`src/rtl/mem_arbiter.sv`:
```
// Arbitrates a single byte-wide synchronous RAM port between instruction fetch and load/store.
// Each access is serialised into little-endian byte transfers; read data is reassembled and extended.
module mem_arbiter #(
  parameter int MEM_ADDR_W = 17
) (
  input  logic                  clk,
  input  logic                  rst,
  input  logic                  if_req,
  input  logic [31:0]           if_addr,
  input  logic                  if_cancel,
  output logic                  if_done,
  output logic [31:0]           if_inst,
  input  logic                  mem_req,
  input  logic                  mem_we,
  input  logic [1:0]            mem_size,
  input  logic                  mem_signed,
  input  logic [31:0]           mem_addr,
  input  logic [31:0]           mem_wdata,
  output logic                  mem_done,
  output logic [31:0]           mem_rdata,
  output logic [MEM_ADDR_W-1:0] ram_a,
  output logic [7:0]            ram_dout,
  output logic                  ram_wr,
  input  logic [7:0]            ram_din,
  output logic                  stall_if,
  output logic                  stall_mem
);

  typedef enum logic [2:0] {IDLE, IF_RD, MEM_RD, MEM_WR, DONE} state_t;

  state_t                state_q, state_d;
  logic [2:0]            cnt_q, cnt_d;
  logic [2:0]            len_q, len_d;
  logic [MEM_ADDR_W-1:0] base_q, base_d;
  logic [31:0]           wdata_q, wdata_d;
  logic [31:0]           buf_q, buf_d;
  logic                  sgn_q, sgn_d;
  logic [MEM_ADDR_W-1:0] ram_a_q, ram_a_d;
  logic [7:0]            ram_dout_q, ram_dout_d;
  logic                  ram_wr_q, ram_wr_d;
  logic                  if_done_q, if_done_d;
  logic                  mem_done_q, mem_done_d;
  logic [31:0]           if_inst_q, if_inst_d;
  logic [31:0]           mem_rdata_q, mem_rdata_d;

  logic [MEM_ADDR_W-1:0] byte_addr;
  logic [2:0]            rd_idx;
  logic [7:0]            wr_byte;
  logic [2:0]            mem_len;
  logic                  unused_addr_bits;

  assign unused_addr_bits = ^{if_addr[31:MEM_ADDR_W], mem_addr[31:MEM_ADDR_W]};

  // cnt_q holds the index of the upcoming edge relative to acceptance (E0).
  assign byte_addr = base_q + MEM_ADDR_W'(cnt_q);
  assign rd_idx    = cnt_q - 3'd2;

  always_comb begin
    wr_byte = wdata_q[7:0];
    case (cnt_q[1:0])
      2'd1:    wr_byte = wdata_q[15:8];
      2'd2:    wr_byte = wdata_q[23:16];
      2'd3:    wr_byte = wdata_q[31:24];
      default: wr_byte = wdata_q[7:0];
    endcase
  end

  always_comb begin
    case (mem_size)
      2'd0:    mem_len = 3'd1;
      2'd1:    mem_len = 3'd2;
      default: mem_len = 3'd4;
    endcase
  end

  always_comb begin
    state_d     = state_q;
    cnt_d       = cnt_q;
    len_d       = len_q;
    base_d      = base_q;
    wdata_d     = wdata_q;
    buf_d       = buf_q;
    sgn_d       = sgn_q;
    ram_a_d     = ram_a_q;
    ram_dout_d  = ram_dout_q;
    ram_wr_d    = ram_wr_q;
    if_done_d   = 1'b0;
    mem_done_d  = 1'b0;
    if_inst_d   = if_inst_q;
    mem_rdata_d = mem_rdata_q;

    case (state_q)
      IDLE: begin
        cnt_d = '0;
        if (mem_req) begin
          base_d  = mem_addr[MEM_ADDR_W-1:0];
          len_d   = mem_len;
          sgn_d   = mem_signed;
          wdata_d = mem_wdata;
          buf_d   = '0;
          cnt_d   = 3'd1;
          ram_a_d = mem_addr[MEM_ADDR_W-1:0];
          if (mem_we) begin
            state_d    = MEM_WR;
            ram_wr_d   = 1'b1;
            ram_dout_d = mem_wdata[7:0];
          end else begin
            state_d = MEM_RD;
          end
        end else if (if_req) begin
          base_d  = if_addr[MEM_ADDR_W-1:0];
          len_d   = 3'd4;
          sgn_d   = 1'b0;
          buf_d   = '0;
          cnt_d   = 3'd1;
          ram_a_d = if_addr[MEM_ADDR_W-1:0];
          state_d = IF_RD;
        end
      end

      IF_RD, MEM_RD: begin
        if (state_q == IF_RD && if_cancel) begin
          state_d = IDLE;
          cnt_d   = '0;
        end else begin
          cnt_d = cnt_q + 3'd1;
          if (cnt_q < len_q) ram_a_d = byte_addr;
          // RAM returns the byte for address k two edges after it was issued.
          if (cnt_q >= 3'd2) begin
            case (rd_idx[1:0])
              2'd0:    buf_d[7:0]   = ram_din;
              2'd1:    buf_d[15:8]  = ram_din;
              2'd2:    buf_d[23:16] = ram_din;
              default: buf_d[31:24] = ram_din;
            endcase
          end
          if (cnt_q == len_q + 3'd1) begin
            state_d = DONE;
            cnt_d   = '0;
            if (state_q == IF_RD) begin
              if_done_d = 1'b1;
              if_inst_d = buf_d;
            end else begin
              mem_done_d = 1'b1;
              case (len_q)
                3'd1:    mem_rdata_d = {{24{sgn_q & buf_d[7]}}, buf_d[7:0]};
                3'd2:    mem_rdata_d = {{16{sgn_q & buf_d[15]}}, buf_d[15:0]};
                default: mem_rdata_d = buf_d;
              endcase
            end
          end
        end
      end

      MEM_WR: begin
        cnt_d = cnt_q + 3'd1;
        if (cnt_q < len_q) begin
          ram_a_d    = byte_addr;
          ram_dout_d = wr_byte;
        end else begin
          ram_wr_d   = 1'b0;
          state_d    = DONE;
          cnt_d      = '0;
          mem_done_d = 1'b1;
        end
      end

      DONE: begin
        state_d = IDLE;
        cnt_d   = '0;
      end

      default: begin
        state_d  = IDLE;
        cnt_d    = '0;
        ram_wr_d = 1'b0;
      end
    endcase
  end

  always_ff @(posedge clk) begin
    if (rst) begin
      state_q     <= IDLE;
      cnt_q       <= '0;
      len_q       <= '0;
      base_q      <= '0;
      wdata_q     <= '0;
      buf_q       <= '0;
      sgn_q       <= 1'b0;
      ram_a_q     <= '0;
      ram_dout_q  <= '0;
      ram_wr_q    <= 1'b0;
      if_done_q   <= 1'b0;
      mem_done_q  <= 1'b0;
      if_inst_q   <= '0;
      mem_rdata_q <= '0;
    end else begin
      state_q     <= state_d;
      cnt_q       <= cnt_d;
      len_q       <= len_d;
      base_q      <= base_d;
      wdata_q     <= wdata_d;
      buf_q       <= buf_d;
      sgn_q       <= sgn_d;
      ram_a_q     <= ram_a_d;
      ram_dout_q  <= ram_dout_d;
      ram_wr_q    <= ram_wr_d;
      if_done_q   <= if_done_d;
      mem_done_q  <= mem_done_d;
      if_inst_q   <= if_inst_d;
      mem_rdata_q <= mem_rdata_d;
    end
  end

  assign ram_a     = ram_a_q;
  assign ram_dout  = ram_dout_q;
  assign ram_wr    = ram_wr_q;
  assign if_done   = if_done_q;
  assign mem_done  = mem_done_q;
  assign if_inst   = if_inst_q;
  assign mem_rdata = mem_rdata_q;
  assign stall_if  = if_req & ~if_done_q;
  assign stall_mem = mem_req & ~mem_done_q;

endmodule

```
`config.mk`:
```
export PLATFORM = sky130hd
export DESIGN_NAME = mem_arbiter
export DESIGN_NICKNAME = d
export VERILOG_FILES = /design/src/rtl/mem_arbiter.sv
export SDC_FILE = /design/constraint.sdc
export NUM_CORES = 1
export LEC_CHECK = 0
export ABC_AREA = 1
export CAP_MARGIN = 10
export CORE_MARGIN = 3
export CORE_UTILIZATION = 30
export DETAILED_ROUTE_END_ITERATION = 6
export HOLD_SLACK_MARGIN = 0.08
export PLACE_DENSITY_LB_ADDON = 0.08
export SYNTH_ARGS = -nofsm -noshare
export SYNTH_HDL_FRONTEND = slang
export SYNTH_SLANG_ARGS = --single-unit
```
`constraint.sdc`:
```
create_clock -name clk -period 2.07 [get_ports clk]
set_input_delay 0.414 -clock clk [delete_from_list [all_inputs] [get_ports clk]]
set_output_delay 0.414 -clock clk [all_outputs]
set_load 0.005 [all_outputs]
```
==> results.txt, run 1 <==
Io pins: 207
Final Hold Viols: 0
CTS root buffer: clkbuf_16
MaxCap Viol Count: 0
Initial DRT Pass Iterations: 4
CTS Hold Bufs: 0
Cts bufs inserted: 17
Worst r2r src: len_q[0]
Hold Path Class: flop to flop
Die width: 175 um
CP Max Fanout: 3
Setup ws final: 0.0286 ns
Flop-to-flop setup slack: 0.19 ns
Worst Hold Endpoint: if_inst[25]
Final setup viols: 0
Post-CTS Resized: 0
CTS tree: built
Initial DRC count: 426
Mean Syn Cell Area: 7.11 sq um
Bufs and invs on worst path: 3
Routed len/inst: 15.2 um
Skew-Pair Late Insertion Delay: 0.44 ns
Top cell by count, worst path: clkdlybuf4s50_1
Yosys Warn Count: 0
Area grow syn2layout: 35.4%
Synth async-reset ratio: 0%
Unique masters post-synth: 37
Clk slew on worst S/H paths: 0.07 ns
Fraction of layout cells with a size suffix above 1: 8.81%
Dominant synthesized flop cell: dfxtp_1
Arrival time at the worst endpoint: 1.63 ns
Die Height: 175 um
Critical path's largest stage delay: 0.50 ns
Layout Nets: 1501
Cells after Synth: 1200
Post-synth EDFFs: 0
Worst Setup Path Type: input pin to output pin
Post-Syn Area: 8530 sq um
Final Wtd Congestion: 0.771
Worst ir drop on vdd: 0.000678 V
GRT overflow: 0
Antenna violations before repair: 2
CTS max path bufs: 2
Placed Area: 11000 sq um
Post-synthesis register bit count: 183
Total Power: 13100 uW
Fin area: 11600 sq um
CP startpoint kind: input pin
Synth area leader: dfxtp_1
Postcts setup bufs: 0
Leading cell type in the layout, fill and taps excluded: nand2_1
Clk sinks: 183
Starting density of the core: 30.5%
Post-route antenna net violation count: 0
Fin Setup TNS: 0 ns
Most frequent cells in the layout: nand2_1, dfxtp_1, clkdlybuf4s50_1
Hpwl dp: 18800 um
Die area: 30500 sq um
Hold_sp: if_inst[25]
# H-tree levels: 4
Critical path's top delay family: buffers and inverters
PortBufs: 176
Ranking of synthesized cells by area: dfxtp_1, nand2_1, a21oi_1
Vias in the first global route: 7823
Placeable Area: 27900 sq um
DRC errors left: 0
Vias: 8245
Worst hold stages: 2
F_max: 0.490 GHz
Syn Nets: 1329
Headroom to the max-slew limit: 61.5%
Max Slew Vio Count: 0
Fin Hold WS: 0.442 ns
WP data required: 1.66 ns
Post-Route Skew: 0.0188 ns
Fillers: 2942
Worst slew pin tran: 0.576 ns
Avg Vias per Cell: 4.68
GRT Resource Usage Total: 17.4%
Worst r2r dst: mem_rdata[13]
Worst slack, placed: -0.0226 ns
Sequential share of the synthesized area: 42.9%
Largest net degree at the start of global routing: 70
Cells on worst reg2reg path: 9
Leak: 0.00462 uW
Area share of the largest cell type after synthesis: 42.9%
FP Rows: 61
First-pass GRT wire length: 42600 um
Worst setup EP type: output pin
Power Dens Cells: 1130 nW/um^2
Fin crit share: 98.6%
Slowest CP cell: clkdlybuf4s50_1
Number of diodes: 0
Status: finished, final reports clean
Total Wirelength: 26700 um
CP cell instances: clkdlybuf4s50_1 > inv_1 > nor2_2 > clkdlybuf4s50_1
Min cycle time layout: 2.04 ns
-- cells in the mapped netlist, drive strengths merged, types with 9 or more instances --
| master | number |
|---|---|
| nand2 | 261 |
| nor2 | 114 |
| mux2i | 9 |
| inv | 116 |
| clkbuf | 25 |
| nand3 | 94 |
| a21oi | 134 |
| buf | 45 |
| o32ai | 21 |
| or2 | 9 |
| ha | 15 |
| o21ai | 130 |
| dfxtp | 183 |
-- power breakdown --
group          leakage, uW  switching (uW)  internal [uW]
combinational      0.00285            3040           2100
clock             0.000280            1590           1630
sequential         0.00149             480           4230
total              0.00462            5100           7960
-- worst max-delay path by stage --
stage	slack, ns	cells past startpoint	endpoint	start
after floorplan	0.32	10	mem_rdata[16]	len_q[0]
after global placement	0.01	9	buf_q[22]	if_req
after detailed placement	-0.02	9	buf_q[29]	if_req
after CTS	0.04	4	stall_if	if_req
after global routing	-0.0006	10	mem_rdata[3]	len_q[0]
final	0.03	4	stall_if	if_req
-- kinds of logic after synthesis --
group           after synthesis  synth area share, %
xor+xnor                      6                0.616
buf+inv                     186                 8.84
fa+ha+maj                    16                 2.43
simple gates                496                 24.7
mux                           9                 1.06
compound gates              304                 19.5
flops                       183                 42.9
-- cell type report --
type,instances,area [sq um],area share (%)
tap,378,473,4.09
clock buffer,19,443,3.83
inverter,116,435,3.77
clock inverter,13,135,1.17
sequential,183,3660,31.7
multi-input combinational,831,4140,35.8
timing repair buffer,223,2270,19.6
-- through the flow --
step | util (%) | std cells
final | 41.4 | 1763
after global routing | 41.4 | 1763
after CTS | 41.3 | 1763
after detailed placement | 39.2 | 1731
after global placement | 39.2 | 1731
after floorplan | - | 1200
-- flip-flops by register name, indices dropped and copies added (netlist names) --
| name | flops |
|---|---|
| len_q | 3 |
| mem_done | 1 |
| if_done | 1 |
| ram_wr | 1 |
| ram_a | 17 |
| state_q | 3 |
| buf_q | 32 |
| sgn_q | 1 |
| wdata_q | 32 |
| mem_rdata | 32 |
| ram_dout | 8 |
| if_inst | 32 |
| base_q | 17 |
| cnt_q | 3 |
-- tightest hold or removal path, cell delays in order (launching register included) --
cell and delay [ns]:
dfxtp_1 0.31, inv_1 0.05, a21oi_1 0.05
-- layer usage --
metal / GRT usage [%] / up-vias / share of wire [%]
li1: - / 4305 / -
met1: 23.7 / 3756 / 48
met2: 28.4 / 161 / 46
met3: 3.65 / 19 / 4.7
met4: 3.89 / 4 / 0.87
met5: 0 / - / 0.086
No activity file was read; power rests on OpenSTA's default activity.
==> run 2, diff against run 1 <==
--- a/config.mk
+++ b/config.mk
@@ -12,6 +12,7 @@
 export DETAILED_ROUTE_END_ITERATION = 6
 export HOLD_SLACK_MARGIN = 0.08
 export PLACE_DENSITY_LB_ADDON = 0.08
+export SKIP_CTS_REPAIR_TIMING = 1
 export SYNTH_ARGS = -nofsm -noshare
 export SYNTH_HDL_FRONTEND = slang
 export SYNTH_SLANG_ARGS = --single-unit
==> results of run 2 <==
The final DEF is identical to that of run 1; final timing and power are the same.
